$ cat config.mk
export PLATFORM = sky130hd
export DESIGN_NAME = mux_scan_ctrl
export DESIGN_NICKNAME = d
export VERILOG_FILES = /design/src/rtl/mux_pkg.sv /design/src/rtl/mux_scan_ctrl_ch_next_find.sv /design/src/rtl/mux_scan_ctrl.sv
export SDC_FILE = /design/constraint.sdc
export NUM_CORES = 1
export LEC_CHECK = 0
export ABC_AREA = 1
export CORE_MARGIN = 4
export CORE_UTILIZATION = 55
export DETAILED_ROUTE_END_ITERATION = 16
export PLACE_DENSITY = 0.84
export SETUP_SLACK_MARGIN = 0.4
export SYNTH_ARGS = -nofsm -noshare
export SYNTH_HDL_FRONTEND = slang
export SYNTH_SLANG_ARGS = --single-unit
$ cat constraint.sdc
create_clock -name clk -period 2.3 [get_ports clk]
set_input_delay 0.575 -clock clk [delete_from_list [all_inputs] [get_ports clk]]
set_output_delay 0.575 -clock clk [all_outputs]
set_load 0.02 [all_outputs]
$ cat src/rtl/mux_pkg.sv
// mux_pkg: shared constants and FSM state type for the mux scan controller.
// Exports N_CH (channel count), SEL_W (select width), CNT_W (settle counter
// width) and the scan FSM state enum.
package mux_pkg;
    localparam int N_CH  = 8;
    localparam int SEL_W = 3;
    localparam int CNT_W = 4;
    typedef enum logic [1:0] {IDLE, SETTLE, SAMPLE, DONE} state_e;
endpackage

$ cat src/rtl/mux_scan_ctrl_ch_next_find.sv
// ch_next_find: finds the lowest enabled channel strictly above a given index.
// Ports:
//   mask_i  - channel enable mask
//   idx_i   - current channel index
//   nxt_o   - lowest enabled channel with index > idx_i (0 when none)
//   found_o - high when such a channel exists
module ch_next_find import mux_pkg::*; (
    input  logic [N_CH-1:0]  mask_i,
    input  logic [SEL_W-1:0] idx_i,
    output logic [SEL_W-1:0] nxt_o,
    output logic             found_o
);
    // Scan downwards so the last hit, i.e. the lowest qualifying channel, wins.
    always_comb begin
        nxt_o   = '0;
        found_o = 1'b0;
        for (int k = N_CH - 1; k >= 0; k--) begin
            if (mask_i[k] && k > int'(idx_i)) begin
                nxt_o   = SEL_W'(k);
                found_o = 1'b1;
            end
        end
    end
endmodule

$ cat src/rtl/mux_scan_ctrl.sv
// mux_scan_ctrl: steps an external 8:1 mux over the enabled channels, samples
// its output after a settle delay and hands the assembled word to a consumer.
// Ports:
//   clk, rst_n          - clock, asynchronous active-low reset
//   start               - scan request, honoured in IDLE only
//   ch_mask             - channel enables, latched when a scan is accepted
//   sel                 - select to the downstream mux
//   y_in                - mux output fed back for sampling
//   data, data_valid    - assembled word and its valid flag
//   data_ready          - consumer accept
//   busy                - high whenever the FSM is not in IDLE
module mux_scan_ctrl import mux_pkg::*; #(
    parameter int SETTLE_CYC = 1,
    parameter bit CONTINUOUS = 1'b0
) (
    input  logic             clk,
    input  logic             rst_n,
    input  logic             start,
    input  logic [N_CH-1:0]  ch_mask,
    output logic [SEL_W-1:0] sel,
    input  logic             y_in,
    output logic [N_CH-1:0]  data,
    output logic             data_valid,
    input  logic             data_ready,
    output logic             busy
);
    state_e            state_q, state_d;
    logic [SEL_W-1:0]  sel_q, sel_d;
    logic [N_CH-1:0]   data_q, data_d;
    logic [N_CH-1:0]   mask_q, mask_d;
    logic [CNT_W-1:0]  cnt_q, cnt_d;
    logic [N_CH-1:0]   first_mask;
    logic [SEL_W-1:0]  first_nx, first_sel, nxt_sel;
    logic              first_found, nxt_found, settle_done, accept, handshake, restart;
    // A fresh scan uses the live mask from IDLE, a continuous restart the latched one.
    assign first_mask  = (state_q == IDLE) ? ch_mask : mask_q;
    assign first_sel   = first_mask[0] ? '0 : first_nx;
    assign settle_done = cnt_q == CNT_W'(SETTLE_CYC - 1);
    assign accept      = (state_q == IDLE) && start;
    assign handshake   = (state_q == DONE) && data_ready;
    assign restart     = accept || (handshake && CONTINUOUS);
    ch_next_find u_first (
        .mask_i (first_mask),
        .idx_i  ('0),
        .nxt_o  (first_nx),
        .found_o(first_found)
    );
    ch_next_find u_next (
        .mask_i (mask_q),
        .idx_i  (sel_q),
        .nxt_o  (nxt_sel),
        .found_o(nxt_found)
    );
    always_ff @(posedge clk or negedge rst_n) begin
        if (!rst_n) begin
            state_q <= IDLE;
            sel_q   <= '0;
            data_q  <= '0;
            mask_q  <= '0;
            cnt_q   <= '0;
        end else begin
            state_q <= state_d;
            sel_q   <= sel_d;
            data_q  <= data_d;
            mask_q  <= mask_d;
            cnt_q   <= cnt_d;
        end
    end
    always_comb begin
        state_d = state_q;
        unique case (state_q)
            IDLE:    if (start) state_d = |ch_mask ? SETTLE : DONE;
            SETTLE:  if (settle_done) state_d = SAMPLE;
            SAMPLE:  state_d = nxt_found ? SETTLE : DONE;
            DONE:    if (data_ready) state_d = !CONTINUOUS ? IDLE : (first_found || first_mask[0]) ? SETTLE : DONE;
            default: state_d = IDLE;
        endcase
    end
    // Datapath next-state; sel and data only move on a (re)start or a sample,
    // so they hold steady through SETTLE and DONE.
    always_comb begin
        mask_d = accept ? ch_mask : mask_q;
        cnt_d  = (state_q == SETTLE && !settle_done) ? cnt_q + 1'b1 : '0;
        data_d = restart ? '0 : data_q;
        if (!restart && state_q == SAMPLE) data_d[sel_q] = y_in;
        sel_d  = restart ? first_sel :
                 (state_q == SAMPLE && nxt_found) ? nxt_sel :
                 handshake ? '0 : sel_q;
    end
    assign sel        = sel_q;
    assign data       = data_q;
    assign data_valid = state_q == DONE;
    assign busy       = state_q != IDLE;
endmodule

* Yosys cells after proc, flatten, opt, wreduce, memory -nomap -nowiden
Index checks and enable logic that the tools add are counted.
** Cells by class
- $add $sub $neg :: 1
- Order comparisons :: 9
- Eq/ne operators :: 6
- Multiplexer cells :: 38
- Reduce and logical (&&, ||, !) cells :: 21
** Operators by type and width (count)
- $mux W3 :: 18
- $mux W8 :: 3
- $logic_and A1 B1 Y1 :: 13
- $gt A3 B3 Y1 const A :: 4
- $mux W2 :: 5
- $bwmux W8 :: 1
- $mux W1 :: 8
- $pmux W2 S4 :: 1
- $reduce_or A8 Y1 :: 1
- $gt A2 B3 Y1 const A :: 2
- $add A4 B1 Y4 const B :: 1
- $eq A2 B2 Y1 const B :: 2
- $logic_not A4 Y1 :: 1
- $lt A3 B4 Y1 const B :: 1
- $mux W4 :: 1
- $ne A2 B2 Y1 const B :: 2
- $demux W1 S3 :: 1
- $ge A3 B1 Y1 const B :: 1
- $gt A1 B3 Y1 const A :: 1
- $reduce_and A3 Y1 :: 1
- $reduce_bool A3 Y1 :: 1
- $eq A2 B1 Y1 const B :: 1
- $logic_not A1 Y1 :: 2
- $logic_not A2 Y1 :: 1
- 2 further kinds :: 2
** Word-level totals
- Flip-flop bits (word level) :: 25
- Input port bits :: 13
- Output and inout bits :: 13

* Logic depth before layout (Yosys ltp)
Gate-level depths: netlist of run 1.
- Depth after elaboration :: 12
- Gate-level depth with buffers :: 12
- Depth with buffers taken out :: 12

* Modules after synthesis
Synthesis of run 1 repeated with hierarchy kept, for this count alone.
** Unflattened totals
- Cells, all modules :: 230
- Area, all modules :: 1615.3 µm²
** By module, submodules not included
- mux_scan_ctrl :: instances 1, cells each 168, area an instance 1330.0 µm², seq. area each 625.6 µm²
- ch_next_find :: instances 2, cells each 31, area an instance 142.6 µm², seq. area each 0.0 µm²

* Worst setup path before layout of run 1
No wires, ideal clock.
- Path type :: reg-to-reg
- Start :: register sel_q[2], in the netlist sel[2]
- End :: register sel_q[0], in the netlist sel[0]
- Library setup time :: 0.124 ns
- Arrival :: 1.327 ns
- Slack :: 0.849 ns
- Stages on the path, launching flop included :: 11
- Path buffers :: 1
- Path through :: dfrtp_1 > buf_4 > nand3_1 > nand2_1 > nand2_1 > nor2_1 > nand2_1 > nand2_2 > inv_1 > nand2_1 > nand3_1
** On the way
- Cells in the longest elaborated chain, start to end :: 12
- Elaborated cells on any way between the ends :: 32
- Those cells by class :: 7 x order compare; 16 x mux; 9 x reduce/logical
** Ends and longest elaborated chain
- start: declaration :: RTL line mux_scan_ctrl.sv:28 : logic [SEL_W-1:0] sel_q, sel_d;
- start signal: assignment :: RTL line mux_scan_ctrl.sv:63 : sel_q <= sel_d;
- $gt A3 B3 Y1 :: RTL line mux_scan_ctrl_ch_next_find.sv:18 : if (mask_i[k] && k > int'(idx_i)) begin
- $logic_and A1 B1 Y1 :: RTL line mux_scan_ctrl_ch_next_find.sv:18
- $mux W1 (7 in series) :: RTL line mux_scan_ctrl_ch_next_find.sv:18
- $logic_and A1 B1 Y1 :: RTL line mux_scan_ctrl.sv:87 : (state_q == SAMPLE && nxt_found) ? nxt_sel :
- $mux W3 :: RTL line mux_scan_ctrl.sv:87
- $mux W3 :: RTL line mux_scan_ctrl.sv:86 : sel_d = restart ? first_sel :
Several ways; a longest one is shown, not always the timed one.
A chain may end at the register's enable or synchronous reset.

* Worst setup path after layout of run 1
- Start :: register state_q[1]
- End :: output port busy
** On the way
- Cells in the longest elaborated chain, start to end :: 1
** Ends and longest elaborated chain
- start: declaration :: RTL line mux_scan_ctrl.sv:27 : state_e state_q, state_d;
- start signal: assignment :: RTL line mux_scan_ctrl.sv:62 : state_q <= state_d;
- $reduce_bool A2 Y1 :: RTL line mux_scan_ctrl.sv:93 : assign busy = state_q != IDLE;
- end: declaration :: RTL line mux_scan_ctrl.sv:25 : output logic busy
No other way between the ends.

==> results.sh, run 1 <==
export IMPL_status="finished, final reports clean"
export IMPL_setup_tns_ns=0
export IMPL_yosysTopAreaCell="dfrtp_1"
export IMPL_critPathMaxStageDelay_ns=0.45
export IMPL_syn_area_per_cell_um2=7.39
export IMPL_num_vias=1392
export IMPL_antenna_found_initial=0
export IMPL_grt_pass1_vias=1290
export IMPL_drive_gt1_share_pct=12.1
export IMPL_required_ns=1.73
export IMPL_grt_max_degree=26
export IMPL_crit_path_max_fanout=5
export IMPL_grtUsageTotal_pct=20.6
export IMPL_io_pins=26
export IMPL_hold_viol=0
export IMPL_core_um2=2480
export IMPL_slowest_stage="dfrtp_2"
export IMPL_fp_dieH_um=59.2
export IMPL_totalWireLength_mm=3.47
export IMPL_grt_setup_unrepaired="true"
export IMPL_clock_skew_ns=0.00160
export IMPL_avgRoutedWirePerCell_um=13.7
export IMPL_cp_arrival_ns=1.28
export IMPL_die_area_um2=3500
export IMPL_p_sw_mw=1.10
export IMPL_cts_htree_levels=1
export IMPL_cts_tree="built"
export IMPL_power_frac_seq_pct=32.3
export IMPL_setup_violations=0
export IMPL_routed_top_layer="met4"
export IMPL_rows=18
export IMPL_p_leak_nw=0.937
export IMPL_synth_warnings=0
export IMPL_hold_slack_ns=0.509
export IMPL_drtPass1Iterations=4
export IMPL_vias_per_cell=5.50
export IMPL_startpoint_type="flip-flop"
export IMPL_drtAntennaViolNets=0
export IMPL_power_switching_share_pct=47.0
export IMPL_cts_buffers=3
export IMPL_dr_wl_met2_mm=1.79
export IMPL_gp_congestion=0.888
export IMPL_overflow=0
export IMPL_synth_cell_types=29
export IMPL_route_detailed_drc=0
export IMPL_endpoint_kind="output port"
export IMPL_synthesis_nets=210
export IMPL_cts_hold_buf=0
export IMPL_clk_latency_ns=0.32
export IMPL_min_period_ns=1.86
export IMPL_root_buffer="clkbuf_4"
export IMPL_cp_num_buf_inv=2
export IMPL_timing_slew_headroom_pct=71.5
export IMPL_clockBufferDepth=2
export IMPL_synth_seq_cells=24
export IMPL_path_class="flip-flop to output port"
export IMPL_die_x_um=59.2
export IMPL_port_buffers=25
export IMPL_p_clk_share_pct=13.3
export IMPL_fin_nets=239
export IMPL_tightest_slew_ns=0.426
export IMPL_max_cap_viol_count=0
export IMPL_power_density_nw_per_um2=1310
export IMPL_internal_power_mw=1.24
export IMPL_grt_first_pass_wirelength_mm=5.57
export IMPL_ir_drop_v=0.000980
export IMPL_yosysTopAreaCellShare_pct=41.7
export IMPL_n_fill_cell=217
export IMPL_path_delay_family="flip-flops"
export IMPL_path_clk_slew_ns=0.14
export IMPL_p_comb_share_pct=54.4
export IMPL_start_util_pct=58.1
export IMPL_wl_met1_mm=1.41
export IMPL_synthTopCellsByArea="dfrtp_1, nand2_1, nand3_1, inv_1, o21ai_0"
export IMPL_stdcell_area_um2=1790
export IMPL_antenna_cells=0
export IMPL_synth_area_um2=1440
export IMPL_wl_met3_um=238
export IMPL_dpl_cell_area_um2=1700
export IMPL_ys_seq_area_share_pct=41.7
export IMPL_fmax_ghz=0.538
export IMPL_syn_to_final_growth_pct=24.0
export IMPL_synthCells=195
export IMPL_path_cells="inv_2 -> nand2_2 -> clkdlybuf4s15_1"
export IMPL_hpwl_mm=2.54
export IMPL_timing_final_max_slew_violations=0
export IMPL_hold_class="flip-flop to flip-flop"
export IMPL_drtIter0Drc=59
export IMPL_min_period_over_period_pct=80.8
export IMPL_clock_sinks=24
[layer usage]
layer | GRT usage (%) | vias to the layer above
met1 | 24.4 | 644
met2 | 37.1 | 55
li1 | - | 688
met4 | 7.77 | 0
met5 | 0 | -
met3 | 3.49 | 5
[per-stage QoR]
step                setup WS (ns)  util (%)  std cells  power (mW)
floorplan                   0.849         -        195        1.63
global placement            0.419      68.6        246        1.95
detailed placement          0.354      68.6        246        2.00
CTS                         0.362      70.5        250        2.27
global route                0.391      72.1        253        2.52
finish                      0.442      72.1        253        2.33
[logic make-up after synthesis]
family | share of synthesized area (%)
adders and majority gates | 1.74
buffers and inverters | 9.82
xor gates and xnor gates | 0.608
and+or+nand+nor | 32.8
DFF | 41.7
AOI/OAI and AO/OA | 13.4
[flip-flops by register name (all words and copies together) (netlist names)]
register and count:
data 8, mask_q 7, state_q 2, cnt_q 4
sel 3
[path summary, 6_finish.rpt]
kind	start	to	cells after the start	slack, ns
max	state_q[1]$_DFFE_PN0P_	busy	3	0.44
min	cnt_q[0]$_DFF_PN0_	cnt_q[0]$_DFF_PN0_	1	0.51
max reg2reg	state_q[0]$_DFFE_PN0P_	sel[2]$_DFFE_PN0P_	6	0.52
min reg2reg	cnt_q[0]$_DFF_PN0_	cnt_q[0]$_DFF_PN0_	1	0.51
max in group asynchronous	rst_n	state_q[1]$_DFFE_PN0P_	2	1.46
min in group asynchronous	rst_n	data[6]$_DFF_PN0_	2	0.59
[what timing repair did]
item,CTS,global route
pin swaps,0,0
resized for setup,13,8
setup buffers,0,3
endpoints found under the setup margin,10,10
[cells in the final DEF, fill, tap and decap left out, types with 2 or more instances in the layout]
| cell type | instances |
|---|---|
| dfrtp_2 | 5 |
| dlygate4sd2_1 | 8 |
| nand3_1 | 23 |
| dfrtp_1 | 19 |
| nand2_1 | 51 |
| inv_1 | 25 |
| clkdlybuf4s50_1 | 12 |
| o21ai_0 | 19 |
| nor2_4 | 3 |
| nand4_1 | 3 |
| ha_1 | 2 |
| nand2_2 | 3 |
| clkbuf_4 | 3 |
| nor2_1 | 15 |
| buf_4 | 4 |
| a31oi_1 | 2 |
| dlymetal6s2s_1 | 4 |
| inv_2 | 3 |
| a21oi_1 | 5 |
[synth_stat cells (all sizes together)]
cell,n
nand2,54
nor4,2
buf,5
nand3b,1
a21oi,5
a21boi,1
o211ai,1
xnor2,1
nand3,23
o21ai,21
dfrtp,24
inv,28
o21a,1
a31oi,2
nor2,18
ha,2
o31ai,1
nand4,3
nor3,1
and2,1
[final cells by class]
class / count / area, um2 / area share [%]
clock buffers: 3 / 22.5 / 1.26
well taps: 30 / 37.5 / 2.10
repair buffers: 29 / 280 / 15.7
multi-input cells: 138 / 703 / 39.4
inverters: 28 / 105 / 5.89
clock inverters: 1 / 30.0 / 1.68
flip-flops and latches: 24 / 607 / 34.0
[power by group through the flow]
stage	clock (mW)	combinational, mW	sequential (mW)
floorplan	0	0.842	0.789
global placement	0	1.20	0.755
detailed placement	0	1.23	0.764
CTS	0.318	1.20	0.758
global route	0.332	1.42	0.774
finish	0.311	1.27	0.754
Note: power is estimated with default switching activity, not from simulation.
==> inputs of run 2 (changes only) <==
--- a/config.mk
+++ b/config.mk
@@ -7,9 +7,9 @@
 export LEC_CHECK = 0
 export ABC_AREA = 1
 export CORE_MARGIN = 4
-export CORE_UTILIZATION = 55
+export CORE_UTILIZATION = 47
 export DETAILED_ROUTE_END_ITERATION = 16
-export PLACE_DENSITY = 0.84
+export PLACE_DENSITY = 0.77
 export SETUP_SLACK_MARGIN = 0.4
 export SYNTH_ARGS = -nofsm -noshare
 export SYNTH_HDL_FRONTEND = slang
==> constraint.sdc (replaced) <==
create_clock -name clk -period 1.64 [get_ports clk]
set_input_delay 0.41 -clock clk [delete_from_list [all_inputs] [get_ports clk]]
set_output_delay 0.41 -clock clk [all_outputs]
set_load 0.02 [all_outputs]
==> run 2 against run 1 <==
Count of clock-buffer cells in the layout increased by 1. First-iteration DRC count decreased by 5.1%. Clock power decreased by 12%. Critical path type is now flip-flop to flip-flop.
==> results.sh, run 2 (same netlist as run 1, synthesis figures left out) <==
export IMPL_final_cell_mix="nand2_1, buf_4, buf_6, inv_1, dfrtp_1"
export IMPL_clockBufferDepth=2
export IMPL_hold_viol=0
export IMPL_hold_class="primary input to async pin"
export IMPL_required_ns=1.90
export IMPL_status="finished, final reports clean"
export IMPL_overflow=0
export IMPL_drtIter0Drc=56
export IMPL_cts_hold_buf=0
export IMPL_global_route_usage_met3_pct=4.09
export IMPL_fin_nets=269
export IMPL_min_period_over_period_pct=95.0
export IMPL_internal_power_mw=2.19
export IMPL_hpwl_mm=2.42
export IMPL_antenna_found_initial=0
export IMPL_setup_violations=0
export IMPL_timing_slew_headroom_pct=78.2
export IMPL_final_common_cell="nand2_1"
export IMPL_cp_arrival_ns=1.82
export IMPL_clock_sinks=24
export IMPL_p_leak_nw=1.05
export IMPL_met1_usage_pct=24.7
export IMPL_grt_setup_unrepaired="true"
export IMPL_fmax_ghz=0.642
export IMPL_fp_dieH_um=63.4
export IMPL_startpoint_type="flip-flop"
export IMPL_drtPass1Iterations=4
export IMPL_grtUsageTotal_pct=18.3
export IMPL_drive_gt1_share_pct=36.4
export IMPL_drtAntennaViolNets=0
export IMPL_clk_latency_ns=0.32
export IMPL_p_sw_mw=1.82
export IMPL_core_um2=2850
export IMPL_top_usage_layer="met2"
export IMPL_die_x_um=63.4
export IMPL_p_comb_share_pct=67.3
export IMPL_start_util_pct=50.5
export IMPL_ir_drop_v=0.00153
export IMPL_timing_final_max_slew_violations=0
export IMPL_path_clk_slew_ns=0.13
export IMPL_stdcell_count=284
export IMPL_placedCellCount=258
export IMPL_gp_congestion=0.842
export IMPL_hold_slack_ns=0.434
export IMPL_die_area_um2=4010
export IMPL_grt_pass1_vias=1319
export IMPL_num_vias=1495
export IMPL_tightest_slew_ns=0.324
export IMPL_grt_max_degree=25
export IMPL_endpoint_kind="flip-flop"
export IMPL_rows=19
export IMPL_power_switching_share_pct=45.4
export IMPL_cts_htree_levels=1
export IMPL_largest_reg_flops=8
export IMPL_p_clk_share_pct=6.9
export IMPL_antenna_cells=0
export IMPL_avgRoutedWirePerCell_um=13.2
export IMPL_port_buffers=25
export IMPL_vias_per_cell=5.26
export IMPL_grt_use_met2_pct=29.9
export IMPL_route_detailed_drc=0
export IMPL_power_density_nw_per_um2=1870
export IMPL_root_buffer="clkbuf_4"
export IMPL_io_pins=26
export IMPL_cts_buffers=3
export IMPL_grt_first_pass_wirelength_mm=5.89
export IMPL_crit_path_max_fanout=5
export IMPL_totalWireLength_mm=3.74
export IMPL_path_class="flip-flop to flip-flop"
export IMPL_clock_skew_ns=0.00381
export IMPL_power_frac_seq_pct=25.8
export IMPL_min_period_ns=1.56
export IMPL_cts_tree="built"
export IMPL_max_cap_viol_count=0
export IMPL_syn_to_final_growth_pct=48.7
[run 2: cell types whose count changed in the layout (fill, tap and decap cells not counted), moves of 5 or more]
cell	change
buf_6	+23
buf_4	+20
dlygate4sd2_1	-8
nand2_1	-8
nand2_2	+6
o21ai_0	-6
o21ai_1	+5
[run 2: per-stage QoR]
stage | cell area (um2) | TNS [ns] | utilization (%) | total power [mW] | setup WS, ns
after floorplan | 1460 | 0 | - | 2.34 | 0.291
after global placement | 1800 | 0 | 63.0 | 2.95 | 0.0389
after detailed placement | 1800 | 0 | 63.0 | 2.97 | 0.0233
after CTS | 2000 | 0 | 70.2 | 3.62 | 0.169
after global routing | 2140 | -0.0136 | 75.1 | 4.32 | -0.0136
final | 2140 | 0 | 75.1 | 4.01 | 0.0828
[run 2: cell type report]
| class | count | area [um2] |
|---|---|---|
| fill | 207 | 711 |
| timing repair buffer | 59 | 559 |
| clock buffer | 4 | 26.3 |
| tap | 31 | 38.8 |
| sequential | 24 | 604 |
| multi-input combinational | 138 | 808 |
| inverter | 28 | 105 |
[run 2: worst paths after layout]
check / startpoint / endpoint / slack, ns / depth (start not counted)
max in group asynchronous: rst_n / sel[0]$_DFFE_PN0P_ / 0.95 / 2
setup / recovery: state_q[1]$_DFFE_PN0P_ / sel[0]$_DFFE_PN0P_ / 0.08 / 13
setup reg to reg: state_q[1]$_DFFE_PN0P_ / sel[0]$_DFFE_PN0P_ / 0.08 / 13
hold / removal: rst_n / data[0]$_DFF_PN0_ / 0.43 / 2
min in group clk: mask_q[1]$_DFFE_PN0P_ / mask_q[1]$_DFFE_PN0P_ / 0.55 / 2
hold reg to reg: mask_q[1]$_DFFE_PN0P_ / mask_q[1]$_DFFE_PN0P_ / 0.55 / 2
[run 2: repair_timing]
| item | 4_1_cts | 5_1_grt |
|---|---|---|
| setup endpoints to repair | 32 | 34 |
| pin swaps | 8 | 9 |
| resized for setup | 97 | 24 |
| setup buffers | 13 | 9 |
[run 2: worst max-delay path: stages, from the launching register on]
cell and delay (ns):
dfrtp_1 0.46, buf_6 0.14, nor2_4 0.17, buf_6 0.13, nand2_1 0.06, nand2_2 0.09
nand2_1 0.06, nand2_1 0.06, nand2_1 0.05, nand2_1 0.06, nand2_1 0.05, nand2_1 0.06
nand2_1 0.06, nand3_2 0.06
[run 2: metal layers]
metal / share of wire [%] / up-vias
li1: - / 749
met1: 45 / 699
met2: 49 / 43
met3: 5.1 / 4
met4: 1.3 / 0
met5: 0 / -
[run 2: power by group through the flow]
stage / Sequential [mW] / Clock [mW] / Combinational, mW
final: 1.03 / 0.275 / 2.70
after global routing: 1.06 / 0.307 / 2.96
after CTS: 1.02 / 0.283 / 2.32
after floorplan: 1.12 / 0 / 1.23
after detailed placement: 1.04 / 0 / 1.94
after global placement: 1.03 / 0 / 1.92
==> inputs of run 3 (changes only) <==
--- a/config.mk
+++ b/config.mk
@@ -6,10 +6,13 @@
 export NUM_CORES = 1
 export LEC_CHECK = 0
 export ABC_AREA = 1
+export ABC_CLOCK_PERIOD_IN_PS = 1900
+export CELL_PAD_IN_SITES_DETAIL_PLACEMENT = 1
+export CELL_PAD_IN_SITES_GLOBAL_PLACEMENT = 1
 export CORE_MARGIN = 4
-export CORE_UTILIZATION = 47
+export CORE_UTILIZATION = 40
 export DETAILED_ROUTE_END_ITERATION = 16
-export PLACE_DENSITY = 0.77
+export PLACE_DENSITY = 0.85
 export SETUP_SLACK_MARGIN = 0.4
 export SYNTH_ARGS = -nofsm -noshare
 export SYNTH_HDL_FRONTEND = slang
==> constraint.sdc (replaced) <==
create_clock -name clk -period 1.9 [get_ports clk]
set_input_delay 0.475 -clock clk [delete_from_list [all_inputs] [get_ports clk]]
set_output_delay 0.475 -clock clk [all_outputs]
set_load 0.02 [all_outputs]
==> run 3 against run 2 <==
Largest cell class unchanged. Routed wire length up 46%. Critical path depth down 5. Clock skew up 0.0084 ns. Maximum frequency down 3.1%.
==> results.sh, run 3 (same netlist as run 1, synthesis figures left out) <==
export IMPL_largest_reg_flops=8
export IMPL_die_area_um2=4620
export IMPL_clock_skew_ns=0.0122
export IMPL_start_util_pct=42.2
export IMPL_grt_setup_unrepaired="true"
export IMPL_stdcell_area_um2=2120
export IMPL_antenna_cells=0
export IMPL_cp_startpoint="state_q[1]$_DFFE_PN0P_"
export IMPL_hpwl_mm=3.09
export IMPL_wl_met1_mm=2.15
export IMPL_dpl_cell_area_um2=1760
export IMPL_r2r_end="sel[2]$_DFFE_PN0P_"
export IMPL_setup_tns_ns=0
export IMPL_hold_viol=0
export IMPL_cp_arrival_ns=1.82
export IMPL_port_buffers=25
export IMPL_cp_num_buf_inv=2
export IMPL_max_cap_viol_count=0
export IMPL_io_pins=26
export IMPL_vias_per_cell=5.39
export IMPL_fp_dieH_um=68
export IMPL_reg2regPathDepth=8
export IMPL_final_cell_mix="nand2_1, inv_1, dfrtp_1, nand3_1, buf_4"
export IMPL_setup_ws_ns=0.293
export IMPL_overflow=0
export IMPL_timing_final_max_slew_violations=0
export IMPL_critPathMaxStageDelay_ns=0.47
export IMPL_routed_top_layer="met4"
export IMPL_timing_slew_headroom_pct=74.1
export IMPL_fmax_ghz=0.622
export IMPL_die_x_um=68
export IMPL_endpoint_kind="flip-flop"
export IMPL_grt_first_pass_wirelength_mm=7.21
export IMPL_path_class="flip-flop to flip-flop"
export IMPL_avgRoutedWirePerCell_um=18.4
export IMPL_status="finished, final reports clean"
export IMPL_required_ns=2.12
export IMPL_route_detailed_drc=0
export IMPL_tightest_slew_ns=0.388
export IMPL_n_fill_cell=426
export IMPL_syn_to_final_growth_pct=47.5
export IMPL_min_period_ns=1.61
export IMPL_drive_gt1_share_pct=32.0
export IMPL_cts_htree_levels=1
export IMPL_reg2reg_slack_ns=0.29
export IMPL_dr_wl_met2_mm=2.94
export IMPL_setup_worst_path_end="sel[2]$_DFFE_PN0P_"
export IMPL_ir_drop_v=0.000836
export IMPL_root_buffer="clkbuf_4"
export IMPL_clockBufferDepth=2
export IMPL_antenna_found_initial=0
export IMPL_fin_nets=267
export IMPL_startpoint_type="flip-flop"
export IMPL_min_period_over_period_pct=84.6
export IMPL_cts_buffers=3
export IMPL_wl_met3_um=190
export IMPL_crit_path_max_fanout=6
export IMPL_setup_violations=0
export IMPL_drtAntennaViolNets=0
export IMPL_gp_congestion=0.885
export IMPL_crit_cells=8
export IMPL_totalWireLength_mm=5.46
export IMPL_cts_tree="built"
export IMPL_power_density_nw_per_um2=1660
export IMPL_path_cells="buf_6 -> nor2_4 -> buf_6 -> nand2_1 -> o21ai_4 -> nand2_1 -> nor2_2 -> o211ai_2"
export IMPL_slowest_stage="dfrtp_2"
export IMPL_num_vias=1595
export IMPL_core_um2=3420
export IMPL_drtIter0Drc=84
export IMPL_pre_cts_ws_ns=0.105
export IMPL_drtPass1Iterations=4
export IMPL_rows=21
export IMPL_cts_hold_buf=0
export IMPL_path_clk_slew_ns=0.14
export IMPL_grt_pass1_vias=1610
export IMPL_path_delay_family="simple AND/OR/NAND/NOR gates"
export IMPL_grtUsageTotal_pct=20.7
export IMPL_worst_r2r_startpoint="state_q[1]$_DFFE_PN0P_"
export IMPL_clock_sinks=24
export IMPL_grt_max_degree=25
export IMPL_p_leak_nw=1.05
export IMPL_clk_latency_ns=0.32
export IMPL_hold_class="primary input to async pin"
export IMPL_fin_util_pct=62.2
export IMPL_final_common_cell="nand2_1"
==> run 3: timing repair <==
item | in CTS | in global routing
gates cloned | 0 | 4
gates resized for setup | 59 | 35
endpoints found under the setup margin | 23 | 23
setup buffers | 11 | 11
pin swaps | 7 | 5
==> run 3: layout make-up <==
type                            instances  area, um2  share of cell area, %
Multi-Input combinational cell        140        836                   39.3
Sequential cell                        24        603                   28.4
Tap cell                               46       57.6                   2.71
Clock buffer                            3       22.5                   1.06
Inverter                               28        108                   5.06
Timing Repair Buffer                   55        498                   23.4
==> run 3: worst min-delay path by stage <==
stage	startpoint	to	slack, ns
floorplan	rst_n	cnt_q[0]$_DFF_PN0_	0.18
finish	rst_n	data[6]$_DFF_PN0_	0.50
global route	rst_n	data[4]$_DFF_PN0_	0.51
global placement	cnt_q[0]$_DFF_PN0_	cnt_q[0]$_DFF_PN0_	0.47
detailed placement	cnt_q[0]$_DFF_PN0_	cnt_q[0]$_DFF_PN0_	0.48
CTS	cnt_q[0]$_DFF_PN0_	cnt_q[0]$_DFF_PN0_	0.50
==> run 3: where the power goes <==
| part | internal [mW] | total (mW) | switching [mW] |
|---|---|---|---|
| Sequential | 0.700 | 0.874 | 0.174 |
| Clock | 0.0743 | 0.236 | 0.162 |
| Combinational | 0.981 | 2.42 | 1.44 |
==> run 3: per-layer routing <==
metal | global-route usage [%] | vias up
met4 | 10.2 | 0
met2 | 37.5 | 54
li1 | - | 743
met5 | 0 | -
met1 | 23.5 | 780
met3 | 2.79 | 18
==> run 3: through the flow <==
step | hold WS [ns] | cells | power (mW)
6_report | 0.503 | 296 | 3.53
5_1_grt | 0.511 | 296 | 3.77
4_1_cts | 0.497 | 281 | 3.03
3_5_place_dp | 0.479 | 267 | 2.56
3_3_place_gp | 0.472 | 267 | 2.47
2_1_floorplan | 0.179 | 195 | 1.97
==> run 3: worst register-to-register path: cells and delay by family (launching register included) <==
| family | cells | cell delay, ns |
|---|---|---|
| DFF | 1 | 0.47 |
| and+or+nand+nor | 4 | 0.53 |
| AOI/OAI and AO/OA | 2 | 0.21 |
| buffers and inverters | 2 | 0.31 |
